--- src/rtl/fifo_rr_arbiter_pkg.sv ---
// Shared types and helpers for the round-robin FIFO ingress arbiter.
// Holds the arbiter state encoding and the modulo-increment used for pointer wrap.
package fifo_arb_pkg;

  typedef enum logic [1:0] {
    ARB_IDLE  = 2'd0,
    ARB_HOLD  = 2'd1,
    ARB_STALL = 2'd2
  } arb_state_t;

  // Increment with wrap at n; n need not be a power of two.
  function automatic int unsigned idx_wrap(input int unsigned idx, input int unsigned n);
    return (idx + 1 >= n) ? 0 : idx + 1;
  endfunction

endpackage

--- src/rtl/fifo_rr_arbiter_rr_pick.sv ---
// Round-robin pick: first set bit of req at or after start, wrapping modulo N.
// Implemented as rotate, lowest-bit priority encode, then un-rotate.
module rr_pick #(
  parameter int N  = 4,
  parameter int IW = $clog2(N)
) (
  input  logic [N-1:0]  req,
  input  logic [IW-1:0] start,
  output logic          found,
  output logic [IW-1:0] idx
);

  localparam logic [IW:0] N_W = (IW+1)'(N);

  logic [2*N-1:0] dbl;
  logic [N-1:0]   rot;
  logic [IW-1:0]  pos;
  logic [IW:0]    sum;

  always_comb begin
    dbl = {req, req} >> start;
    rot = dbl[N-1:0];
    pos = '0;
    for (int k = N - 1; k >= 0; k--) begin
      if (rot[k]) pos = IW'(k);
    end
    sum = {1'b0, start} + {1'b0, pos};
    if (sum >= N_W) sum = sum - N_W;
    found = |req;
    idx   = sum[IW-1:0];
  end

endmodule

--- src/rtl/fifo_rr_arbiter.sv ---
// Round-robin arbiter sharing one FIFO ingress port between N_REQ valid/ready producers.
// Define FIFO_ARB_STATS_EN to add the saturating per-requester grant_cnt counters.
module fifo_rr_arbiter
  import fifo_arb_pkg::*;
#(
  parameter int N_REQ     = 4,
  parameter int WIDTH     = 8,
  parameter int MAX_BURST = 4,
  parameter int CNT_W     = 16
) (
  input  logic                     clk,
  input  logic                     rst,
  input  logic [N_REQ-1:0]         req_valid,
  input  logic [N_REQ*WIDTH-1:0]   req_data,
  output logic [N_REQ-1:0]         req_ready,
  output logic                     out_valid,
  output logic [WIDTH-1:0]         out_data,
  output logic [$clog2(N_REQ)-1:0] out_src,
  input  logic                     out_ready
`ifdef FIFO_ARB_STATS_EN
  ,
  output logic [N_REQ*CNT_W-1:0]   grant_cnt
`endif
);

  localparam int IW = $clog2(N_REQ);
  localparam int BW = $clog2(MAX_BURST + 1);
  localparam logic [BW:0] BURST_W = (BW+1)'(MAX_BURST);

  // Handshake: a beat moves when out_valid && out_ready; the granted requester
  // sees req_ready in that same cycle, and must hold valid/data while stalled.
  arb_state_t     state, state_n;
  logic [IW-1:0]  rr_ptr, rr_n, owner, owner_n;
  logic [BW-1:0]  beat_cnt, beat_n;
  logic [WIDTH-1:0] last_data;
  logic [IW-1:0]  last_src;

  logic           rr_found, rel_found;
  logic [IW-1:0]  rr_idx, rel_idx, owner_inc;
  logic           sel_valid;
  logic [IW-1:0]  grant;
  logic [BW-1:0]  cnt_base;
  logic [IW-1:0]  ptr_base;

  assign owner_inc = IW'(idx_wrap(32'(owner), N_REQ));

  rr_pick #(.N(N_REQ), .IW(IW)) u_pick_rr (
    .req   (req_valid),
    .start (rr_ptr),
    .found (rr_found),
    .idx   (rr_idx)
  );

  rr_pick #(.N(N_REQ), .IW(IW)) u_pick_rel (
    .req   (req_valid),
    .start (owner_inc),
    .found (rel_found),
    .idx   (rel_idx)
  );

  always_ff @(posedge clk or negedge rst) begin
    if (!rst) begin
      state     <= ARB_IDLE;
      rr_ptr    <= '0;
      owner     <= '0;
      beat_cnt  <= '0;
      last_data <= '0;
      last_src  <= '0;
    end else begin
      state    <= state_n;
      rr_ptr   <= rr_n;
      owner    <= owner_n;
      beat_cnt <= beat_n;
      if (out_valid) begin
        last_data <= out_data;
        last_src  <= out_src;
      end
    end
  end

  // Grant selection; a dropped owner releases to owner+1 in the same cycle.
  always_comb begin
    sel_valid = rr_found;
    grant     = rr_idx;
    cnt_base  = '0;
    ptr_base  = rr_ptr;
    case (state)
      ARB_HOLD: begin
        if (req_valid[owner]) begin
          sel_valid = 1'b1;
          grant     = owner;
          cnt_base  = beat_cnt;
        end else begin
          sel_valid = rel_found;
          grant     = rel_idx;
          ptr_base  = owner_inc;
        end
      end
      ARB_STALL: begin
        if (req_valid[owner]) begin
          sel_valid = 1'b1;
          grant     = owner;
          cnt_base  = beat_cnt;
        end
      end
      default: ;
    endcase
  end

  always_comb begin
    state_n = state;
    rr_n    = rr_ptr;
    owner_n = owner;
    beat_n  = beat_cnt;
    if (sel_valid) begin
      if (out_ready) begin
        if (({1'b0, cnt_base} + 1'b1) < BURST_W) begin
          state_n = ARB_HOLD;
          owner_n = grant;
          beat_n  = cnt_base + 1'b1;
          rr_n    = ptr_base;
        end else begin
          state_n = ARB_IDLE;
          owner_n = grant;
          beat_n  = '0;
          rr_n    = IW'(idx_wrap(32'(grant), N_REQ));
        end
      end else begin
        state_n = ARB_STALL;
        owner_n = grant;
        beat_n  = cnt_base;
        rr_n    = ptr_base;
      end
    end else begin
      state_n = ARB_IDLE;
      beat_n  = '0;
      rr_n    = ptr_base;
    end
  end

  // Outputs are forced quiet while reset is asserted, independent of req_valid.
  always_comb begin
    out_valid = rst && sel_valid;
    req_ready = '0;
    if (out_valid && out_ready) req_ready[grant] = 1'b1;
    out_data  = out_valid ? req_data[grant*WIDTH +: WIDTH] : last_data;
    out_src   = out_valid ? grant : last_src;
  end

`ifdef FIFO_ARB_STATS_EN
  for (genvar g = 0; g < N_REQ; g++) begin : g_cnt
    logic [CNT_W-1:0] cnt_q;
    always_ff @(posedge clk or negedge rst) begin
      if (!rst) begin
        cnt_q <= '0;
      end else if (out_valid && out_ready && grant == IW'(g) && cnt_q != '1) begin
        cnt_q <= cnt_q + 1'b1;
      end
    end
    assign grant_cnt[g*CNT_W +: CNT_W] = cnt_q;
  end
`endif

endmodule

--- config.mk ---
export PLATFORM = sky130hd
export DESIGN_NAME = fifo_rr_arbiter
export DESIGN_NICKNAME = d
export VERILOG_FILES = /design/src/rtl/fifo_rr_arbiter_pkg.sv /design/src/rtl/fifo_rr_arbiter_rr_pick.sv /design/src/rtl/fifo_rr_arbiter.sv
export SDC_FILE = /design/constraint.sdc
export NUM_CORES = 1
export LEC_CHECK = 0
export ABC_AREA = 0
export CAP_MARGIN = 0
export CELL_PAD_IN_SITES_DETAIL_PLACEMENT = 1
export CELL_PAD_IN_SITES_GLOBAL_PLACEMENT = 1
export CORE_AREA = 2 2 77 79
export CTS_BUF_LIST = sky130_fd_sc_hd__clkbuf_4
export DETAILED_ROUTE_END_ITERATION = 7
export DIE_AREA = 0 0 79 81
export HOLD_SLACK_MARGIN = 0.08
export PLACE_DENSITY_LB_ADDON = 0.1
export SYNTH_ARGS = -nofsm -noshare
export SYNTH_HDL_FRONTEND = slang
export SYNTH_SLANG_ARGS = --single-unit
--- constraint.sdc ---
create_clock -name clk -period 3.9 [get_ports clk]
set_input_delay 0.78 -clock clk [delete_from_list [all_inputs] [get_ports clk]]
set_output_delay 0.78 -clock clk [all_outputs]
set_load 0.02 [all_outputs]
Word level (Yosys, flattened, before mapping)
Index checks and enable logic that the tools add are counted.
{"block": "op_classes", "add_sub_neg": 8, "order_cmp": 8, "eq_ne": 2, "shift": 3, "muxes": 37, "n_reduce_logical": 5}
{"cell": "2-to-1 mux 2 bit", "n": 22}
{"cell": "variable part select 32 x 6 -> 8 bit", "n": 1}
{"cell": ">> shifter 8 x 2 -> 4 bit", "n": 2}
{"cell": "2-to-1 mux 3 bit", "n": 5}
{"cell": "greater-or-equal comparator 3 bit (second input constant)", "n": 4}
{"cell": "2-to-1 mux 8 bit", "n": 1}
{"cell": "adder 2 x 1 -> 3 bit (second input constant)", "n": 2}
{"cell": "adder 2 x 2 -> 3 bit", "n": 2}
{"cell": "< comparator 2 x 3 -> 1 bit (second input constant)", "n": 2}
{"cell": "2-to-1 mux 1 bit", "n": 5}
{"cell": "adder 3 x 1 -> 4 bit (second input constant)", "n": 1}
{"cell": "< comparator 4 x 3 -> 1 bit (second input constant)", "n": 1}
{"cell": "2-to-1 mux 4 bit", "n": 1}
{"cell": "case mux 2 bit (2 select lines)", "n": 1}
{"cell": "OR reduction 4 bit", "n": 1}
{"cell": "subtractor 2 x 1 -> 2 bit (second input constant)", "n": 2}
{"cell": "adder 3 x 1 -> 3 bit (second input constant)", "n": 1}
{"cell": "logical AND 1 bit", "n": 3}
{"cell": "binary-select mux 1 bit (select 2 bit)", "n": 1}
{"cell": "demux 1 bit (select 2 bit)", "n": 1}
{"cell": "equality test 2 x 1 -> 1 bit (second input constant)", "n": 1}
{"cell": "equality test 2 bit (second input constant)", "n": 1}
{"cell": "greater-or-equal comparator 2 x 1 -> 1 bit (second input constant)", "n": 1}
{"cell": "OR reduction 2 bit", "n": 1}
{"block": "totals", "reg_bits": 19, "input_bits": 39, "output_inout_bits": 15}

Logic depth before layout (Yosys ltp)
{"block": "logic_depth", "word_depth": 19, "ltp_mapped": 15}

Hierarchy
Synthesis repeated with hierarchy kept, for this count alone.
{"block": "hier_totals", "hier_cells": 215, "area_unflattened_um2": 1861.8}
{"module": "fifo_rr_arbiter", "n_inst": 1, "cells_per_inst": 161, "area_per_inst_um2": 1503.9, "seq_area_each_um2": 475.5}
{"module": "rr_pick", "n_inst": 2, "cells_per_inst": 27, "area_per_inst_um2": 178.9, "seq_area_each_um2": 0.0}

Least setup slack after synthesis
No wires, ideal clock.
{"block": "synth_path", "path_kind": "input to output", "from": "in req_valid[2]", "to": "out out_data[0]", "arrival_ns": 3.290, "t_required_ns": 3.120, "path_slack_ns": -0.170, "stages": 14, "n_path_buf": 2, "cell_sequence": "clkbuf_1 nor2b_1 a21oi_1 o22ai_1 nor2_1 a21oi_1 ha_1 a221o_1 a21o_1 o221ai_1 buf_2 mux2_2 o2111ai_1 o311ai_1"}
{"block": "synth_via", "elab_chain_cells": 12}
{"item": "start, declared", "line": "fifo_rr_arbiter.sv:13", "rtl": "input logic [N_REQ-1:0] req_valid,"}
{"item": ">> shifter 8 x 2 -> 4 bit", "line": "fifo_rr_arbiter_rr_pick.sv:21", "rtl": "dbl = {req, req} >> start;"}
{"item": "2-to-1 mux 2 bit (4 in a row)", "line": "fifo_rr_arbiter_rr_pick.sv:25", "rtl": "if (rot[k]) pos = IW'(k);"}
{"item": "adder 2 x 2 -> 3 bit", "line": "fifo_rr_arbiter_rr_pick.sv:27", "rtl": "sum = {1'b0, start} + {1'b0, pos};"}
{"item": "greater-or-equal comparator 3 bit / subtractor 2 x 1 -> 2 bit (equally long branches)", "line": "fifo_rr_arbiter_rr_pick.sv:28", "rtl": "if (sum >= N_W) sum = sum - N_W;"}
{"item": "2-to-1 mux 2 bit", "line": "fifo_rr_arbiter_rr_pick.sv:28"}
{"item": "2-to-1 mux 2 bit (on tied branches)", "line": "fifo_rr_arbiter.sv:100, fifo_rr_arbiter.sv:89"}
{"item": "case mux 2 bit (2 select lines)", "line": "fifo_rr_arbiter.sv:87", "rtl": "case (state)"}
{"item": "variable part select 32 x 6 -> 8 bit", "line": "fifo_rr_arbiter.sv:146", "rtl": "out_data = out_valid ? req_data[grant*WIDTH +: WIDTH] : last_data;"}
{"item": "2-to-1 mux 8 bit *", "line": "fifo_rr_arbiter.sv:146"}
{"item": "end, declared", "line": "fifo_rr_arbiter.sv:17", "rtl": "output logic [WIDTH-1:0] out_data,"}
Every way passes the cells marked *; elsewhere a longest branch is shown, timed or not. The select of a mux whose other input is x is not followed.

Final worst setup path
{"block": "layout_path", "from": "reg owner[1]", "to": "out req_ready[0]"}
{"block": "layout_via", "elab_chain_cells": 18}
{"item": "start, declared", "line": "fifo_rr_arbiter.sv:33", "rtl": "logic [IW-1:0] rr_ptr, rr_n, owner, owner_n;"}
{"item": "start signal, assigned", "line": "fifo_rr_arbiter.sv:72", "rtl": "owner <= owner_n;"}
{"item": "adder 2 x 1 -> 3 bit", "line": "fifo_rr_arbiter_pkg.sv:13", "rtl": "return (idx + 1 >= n) ? 0 : idx + 1;"}
{"item": "greater-or-equal comparator 3 bit", "line": "fifo_rr_arbiter_pkg.sv:13"}
{"item": "2-to-1 mux 2 bit", "line": "fifo_rr_arbiter_pkg.sv:13"}
{"item": ">> shifter 8 x 2 -> 4 bit", "line": "fifo_rr_arbiter_rr_pick.sv:21"}
{"item": "2-to-1 mux 2 bit (4 in a row)", "line": "fifo_rr_arbiter_rr_pick.sv:25"}
{"item": "adder 2 x 2 -> 3 bit", "line": "fifo_rr_arbiter_rr_pick.sv:27"}
{"item": "greater-or-equal comparator 3 bit / subtractor 2 x 1 -> 2 bit (equally long branches)", "line": "fifo_rr_arbiter_rr_pick.sv:28"}
{"item": "2-to-1 mux 2 bit", "line": "fifo_rr_arbiter_rr_pick.sv:28"}
{"item": "2-to-1 mux 2 bit", "line": "fifo_rr_arbiter.sv:89", "rtl": "if (req_valid[owner]) begin"}
{"item": "case mux 2 bit (2 select lines)", "line": "fifo_rr_arbiter.sv:87"}
{"item": "< comparator 2 x 3 -> 1 bit (implied by the code) / greater-or-equal comparator 2 x 1 -> 1 bit (equally long branches)", "line": "fifo_rr_arbiter.sv:145", "rtl": "if (out_valid && out_ready) req_ready[grant] = 1'b1;"}
{"item": "logical AND 1 bit (implied by the code)", "line": "fifo_rr_arbiter.sv:145"}
{"item": "2-to-1 mux 1 bit (implied by the code)", "line": "fifo_rr_arbiter.sv:145"}
{"item": "demux 1 bit (select 2 bit)", "line": "fifo_rr_arbiter.sv:145"}
{"item": "2-to-1 mux 4 bit *", "line": "fifo_rr_arbiter.sv:145"}
{"item": "end, declared", "line": "fifo_rr_arbiter.sv:15", "rtl": "output logic [N_REQ-1:0] req_ready,"}
Marks and branches as above.

==> report_table.html <==
<table>
<tr><th>Metric</th><th>Value</th></tr>
<tr><th colspan="2">CTS</th></tr>
<tr><td>Number of buffers added by the clock tree synthesis step</td><td>3</td></tr>
<tr><td>Clock latency of the later-clocked register in the worst-skew pair</td><td>0.30 ns</td></tr>
<tr><td>Maximum clock insertion buffer count</td><td>2</td></tr>
<tr><td>CTS clock-pin slew for the worst setup and hold paths</td><td>0.12 ns</td></tr>
<tr><td>CTS tree</td><td>built</td></tr>
<tr><td>Level count of the clock H-tree</td><td>1</td></tr>
<tr><td>Clock sink count</td><td>19</td></tr>
<tr><td>Clock tree root driver cell</td><td>clkbuf_4</td></tr>
<tr><td>Hold_buf cts</td><td>0</td></tr>
<tr><th colspan="2">Logic synthesis</th></tr>
<tr><td>Adder-cell share of the synthesized area</td><td>7.02%</td></tr>
<tr><td>Yosys warning total</td><td>0</td></tr>
<tr><td>Mux share of post-synthesis cell area</td><td>16.8%</td></tr>
<tr><td>Number of instances in the synthesized netlist</td><td>194</td></tr>
<tr><td>Number of storage elements in the synthesis netlist</td><td>19</td></tr>
<tr><td>Number of distinct library cells after synthesis</td><td>41</td></tr>
<tr><td>Post-synthesis instance area</td><td>0.00178 mm^2</td></tr>
<tr><td>Combinational family with the most area after synthesis</td><td>compound AO/OA/AOI/OAI gates</td></tr>
<tr><td>Number of nets in the synthesized netlist</td><td>243</td></tr>
<tr><td>Xor-xnor portion of the synthesized cell area</td><td>0.982%</td></tr>
<tr><td>Fraction of the mapped netlist area in compound gates</td><td>25.8%</td></tr>
<tr><td>Basic-gate share of the synthesized area counting and, or, nand and nor cells</td><td>16.2%</td></tr>
<tr><td>Post-Syn Area per Cell</td><td>9.19 um^2</td></tr>
<tr><td>Sequential share of the synthesized area</td><td>26.7%</td></tr>
<tr><th colspan="2">Critical path</th></tr>
<tr><td>Critical path startpoint category</td><td>flip-flop</td></tr>
<tr><td>WP data required</td><td>3.12 ns</td></tr>
<tr><td>CP max FO</td><td>5</td></tr>
<tr><td>Critical path class</td><td>flip-flop to output port</td></tr>
<tr><td>Slack of the worst reg-to-reg path</td><td>0.79 ns</td></tr>
<tr><td>Arrival time worst endpoint</td><td>3.32 ns</td></tr>
<tr><td>Element type at the critical path end</td><td>output port</td></tr>
<tr><th colspan="2">Drt</th></tr>
<tr><td>DRC viols</td><td>0</td></tr>
<tr><td>DR vias/cell</td><td>5.32</td></tr>
<tr><td>Post-DRT Antenna Nets</td><td>0</td></tr>
<tr><td>DR vias</td><td>1957</td></tr>
<tr><td>1st-iter DRT viols</td><td>46</td></tr>
<tr><td>Wire per inst</td><td>17.2 um</td></tr>
<tr><td>Total Routed Length</td><td>6340 um</td></tr>
<tr><td>First drt pass iteration count</td><td>4</td></tr>
<tr><th colspan="2">Global routing</th></tr>
<tr><td>Total GRT Usage</td><td>19.7%</td></tr>
<tr><td>Maximum number of pins on one net before global-route repair</td><td>23</td></tr>
<tr><td>First-pass GRT wire length</td><td>9910 um</td></tr>
<tr><td>Via count of the first global-routing pass</td><td>2020</td></tr>
<tr><td>Total global routing overflow</td><td>0</td></tr>
<tr><td>Antenna violations before repair</td><td>0</td></tr>
<tr><th colspan="2">Finish</th></tr>
<tr><td>Number of antenna cells inserted</td><td>0</td></tr>
<tr><td>Non-filler instance count after layout</td><td>368</td></tr>
<tr><td>Fraction of layout instances using a drive strength above 1</td><td>44.7%</td></tr>
<tr><td>Fin nets</td><td>343</td></tr>
<tr><td>Signed area change from the synthesized netlist to the final layout</td><td>78.9%</td></tr>
<tr><th colspan="2">Place</th></tr>
<tr><td>Worst setup timing slack at the placement stage</td><td>-1.08 ns</td></tr>
<tr><td>HPWL reported at the end of detailed placement</td><td>4310 um</td></tr>
<tr><td>Number of port buffers</td><td>53</td></tr>
<tr><td>Number of placed instances with taps included</td><td>347</td></tr>
<tr><td>Placer congestion estimate</td><td>0.735</td></tr>
<tr><th colspan="2">Timing</th></tr>
<tr><td>Number of hold violations in the final report</td><td>0</td></tr>
<tr><td>Worst relative slew slack</td><td>56.1%</td></tr>
<tr><td>WHS</td><td>0.509 ns</td></tr>
<tr><td>Upper clock frequency limit</td><td>244 MHz</td></tr>
<tr><td>Setup Viol. Count Final</td><td>10</td></tr>
<tr><td>Period Utilization, post-route</td><td>105%</td></tr>
<tr><td>Slew at the pin closest to its max-slew limit</td><td>0.658 ns</td></tr>
<tr><td>Post-layout worst setup margin</td><td>-0.202 ns</td></tr>
<tr><td>Number of slew-limit violations in the final report</td><td>0</td></tr>
<tr><td>Min Tclk post-route</td><td>4.10 ns</td></tr>
<tr><td>Clock skew</td><td>0.00754 ns</td></tr>
<tr><td>Setup repair after global routing missed its margin</td><td>true</td></tr>
<tr><th colspan="2">Die</th></tr>
<tr><td>Core box area</td><td>0.00568 mm^2</td></tr>
<tr><td>Die width</td><td>79 um</td></tr>
<tr><td>Floorplan die area</td><td>0.00640 mm^2</td></tr>
<tr><td>Number of cell rows</td><td>28</td></tr>
<tr><td>Total I/O pin count</td><td>54</td></tr>
<tr><td>Die Y</td><td>81 um</td></tr>
<tr><td>Starting density of the core</td><td>31.4%</td></tr>
<tr><th colspan="2">Pwr</th></tr>
<tr><td>Leakage power summed over all cells</td><td>0.00135 uW</td></tr>
<tr><td>Internal power</td><td>1400 uW</td></tr>
<tr><td>Switching part of the total power</td><td>44.2%</td></tr>
<tr><td>Total power per unit cell area</td><td>788 mW/mm^2</td></tr>
<tr><td>Net Sw Power</td><td>1110 uW</td></tr>
<tr><td>Clock Power Share</td><td>4.5%</td></tr>
<tr><td>Gate power share</td><td>83.1%</td></tr>
<tr><td>Worst voltage drop across the vdd grid</td><td>0.000435 V</td></tr>
<tr><td>Sequential Power Share</td><td>12.4%</td></tr>
<tr><th colspan="2">Outcome</th></tr>
<tr><td>Run status</td><td>finished with violations</td></tr>
<tr><td>Violations in the final reports</td><td>negative setup slack</td></tr>
<tr><th colspan="2">Run</th></tr>
<tr><td>Count of maximum capacitance violations</td><td>0</td></tr>
<tr><th colspan="2">Min path</th></tr>
<tr><td>Type of the most critical hold path</td><td>flip-flop to flip-flop</td></tr>
</table>
synth_stat cells:
| cell type | count | area [um^2] |
|---|---|---|
| o21ai_0 | 6 | 30.0 |
| o22ai_1 | 2 | 12.5 |
| a211oi_1 | 3 | 22.5 |
| nor2b_1 | 3 | 18.8 |
| a221o_1 | 1 | 10.0 |
| o221ai_1 | 1 | 8.76 |
| o32a_1 | 1 | 10.0 |
| a32o_1 | 1 | 10.0 |
| nand2b_1 | 4 | 25.0 |
| a21o_1 | 3 | 22.5 |
| o2111ai_1 | 8 | 70.1 |
| or4_1 | 1 | 7.51 |
| inv_1 | 9 | 33.8 |
| mux2i_1 | 12 | 120 |
| xnor2_1 | 2 | 17.5 |
| nor3_1 | 2 | 10.0 |
| dfrtp_1 | 19 | 475 |
| ha_1 | 10 | 125 |
| o21a_4 | 1 | 15.0 |
| mux4_2 | 1 | 22.5 |
| nand3_1 | 1 | 5.00 |
| clkbuf_1 | 5 | 18.8 |
| nor4_1 | 1 | 6.26 |
| o311ai_1 | 15 | 131 |
| nor2_1 | 6 | 22.5 |
| and2_1 | 5 | 31.3 |
| mux2_1 | 3 | 33.8 |
| o311ai_0 | 1 | 8.76 |
| and3_1 | 6 | 37.5 |
| nand2_1 | 21 | 78.8 |
| o32ai_1 | 1 | 8.76 |
| nor3b_1 | 2 | 15.0 |
| or2_2 | 1 | 6.26 |
| mux2_2 | 11 | 124 |
| and4b_1 | 1 | 10.0 |
| o311ai_2 | 1 | 16.3 |
| buf_6 | 3 | 33.8 |
| buf_2 | 6 | 30.0 |
| nand3b_1 | 2 | 15.0 |
| a21oi_1 | 11 | 55.1 |
| o41ai_4 | 1 | 27.5 |
critical path, cell delays in order, from the launching register on:
cell and delay [ns]:
dfrtp_1 0.43, ha_4 0.27, nand2b_4 0.14, a21oi_2 0.12, o22ai_1 0.07, nor2_1 0.11
a21oi_1 0.05, ha_1 0.23, and4b_1 0.23, o311ai_2 0.40, o21a_4 0.25, inv_1 0.09
ha_1 0.18, and2_1 0.13, dlygate4sd2_1 0.32
logic make-up (layout without fill, tap and decap cells):
group | Yosys count | count (layout)
AOI/OAI and AO/OA | 57 | 57
muxes | 27 | 27
buffers and inverters | 23 | 122
adders and majority gates | 10 | 10
xor gates and xnor gates | 2 | 2
and+or+nand+nor | 56 | 56
DFF | 19 | 19
power groups by stage:
stage	Clock [uW]	Combinational [uW]	Sequential, uW
final	112	2090	313
after global placement	0	1590	305
after detailed placement	0	1610	310
after global routing	125	2250	322
after CTS	115	1930	311
after floorplan	0	1000	307
per-stage QoR:
| step | area [um^2] | utilization (%) | setup TNS (ns) | power (uW) |
|---|---|---|---|---|
| floorplan | 1900 | - | -0.216 | 1310 |
| global placement | 2770 | 48.9 | -12.88 | 1900 |
| detailed placement | 2770 | 48.9 | -13.53 | 1930 |
| CTS | 3040 | 53.6 | -1.78 | 2360 |
| global route | 3190 | 56.2 | -3.47 | 2700 |
| finish | 3190 | 56.2 | -1.42 | 2510 |
path summary, 6_finish.rpt:
path	startpoint	endpoint	cells past startpoint
worst max-delay path	owner[1]$_DFFE_PN0N_	req_ready[0]	14
worst min-delay path	last_data[0]$_DFFE_PN0P_	last_data[0]$_DFFE_PN0P_	2
worst max register to register	owner[0]$_DFFE_PN0N_	last_data[2]$_DFFE_PN0P_	16
worst min register to register	last_data[0]$_DFFE_PN0P_	last_data[0]$_DFFE_PN0P_	2
max in group asynchronous	rst	owner[0]$_DFFE_PN0N_	2
min in group asynchronous	rst	last_data[5]$_DFFE_PN0P_	2
flip-flops by register name, summed over array words and instances (netlist names):
| name | flops |
|---|---|
| last_src | 2 |
| state | 2 |
| owner | 2 |
| rr_ptr | 2 |
| beat_cnt | 3 |
| last_data | 8 |
layer usage:
layer	vias up	global-route usage (%)	share of wire, %
met5	-	0	0
met4	0	2.59	0.33
met3	2	2.67	2.9
met2	35	38.6	56
met1	973	23.2	40
li1	947	-	-
cell usage in the layout (no fill, tap or decap), types with 3 or more instances in the layout:
| cell type | synthesis | routed |
|---|---|---|
| and2_4 | 0 | 3 |
| nand2_1 | 21 | 21 |
| nor2_1 | 6 | 6 |
| o311ai_1 | 15 | 7 |
| o2111ai_4 | 0 | 4 |
| ha_4 | 0 | 3 |
| clkdlybuf4s50_1 | 0 | 35 |
| a21oi_2 | 0 | 4 |
| mux2_2 | 11 | 8 |
| o21ai_0 | 6 | 5 |
| mux2_4 | 0 | 3 |
| nand2b_1 | 4 | 3 |
| a21oi_1 | 11 | 7 |
| and3_1 | 6 | 6 |
| mux2_1 | 3 | 3 |
| dfrtp_1 | 19 | 19 |
| a21o_1 | 3 | 3 |
| mux2i_4 | 0 | 5 |
| a211oi_1 | 3 | 3 |
| ha_1 | 10 | 7 |
| buf_2 | 6 | 5 |
| o311ai_4 | 0 | 3 |
| buf_12 | 0 | 3 |
| mux2i_1 | 12 | 4 |
| clkbuf_4 | 0 | 4 |
| o2111ai_2 | 0 | 4 |
| buf_4 | 0 | 54 |
| o311ai_2 | 1 | 6 |
| buf_6 | 3 | 8 |
| mux2i_2 | 0 | 3 |
| inv_1 | 9 | 8 |
what timing repair did:
action / in CTS / in global routing
resized for setup: 109 / 31
buffers inserted: 13 / 4
pin swaps: 15 / 3
endpoints found under the setup margin: 15 / 14
gates cloned: 1 / 0
cell type report:
class                   count  area [um^2]
clock buffers               4         30.0
fillers                   646         2490
inverters                   9         38.8
multi-input cells         152         1560
flip-flops and latches     19          475
well taps                  75         93.8
repair buffers            109          990
(Power assumes the default switching activity.)
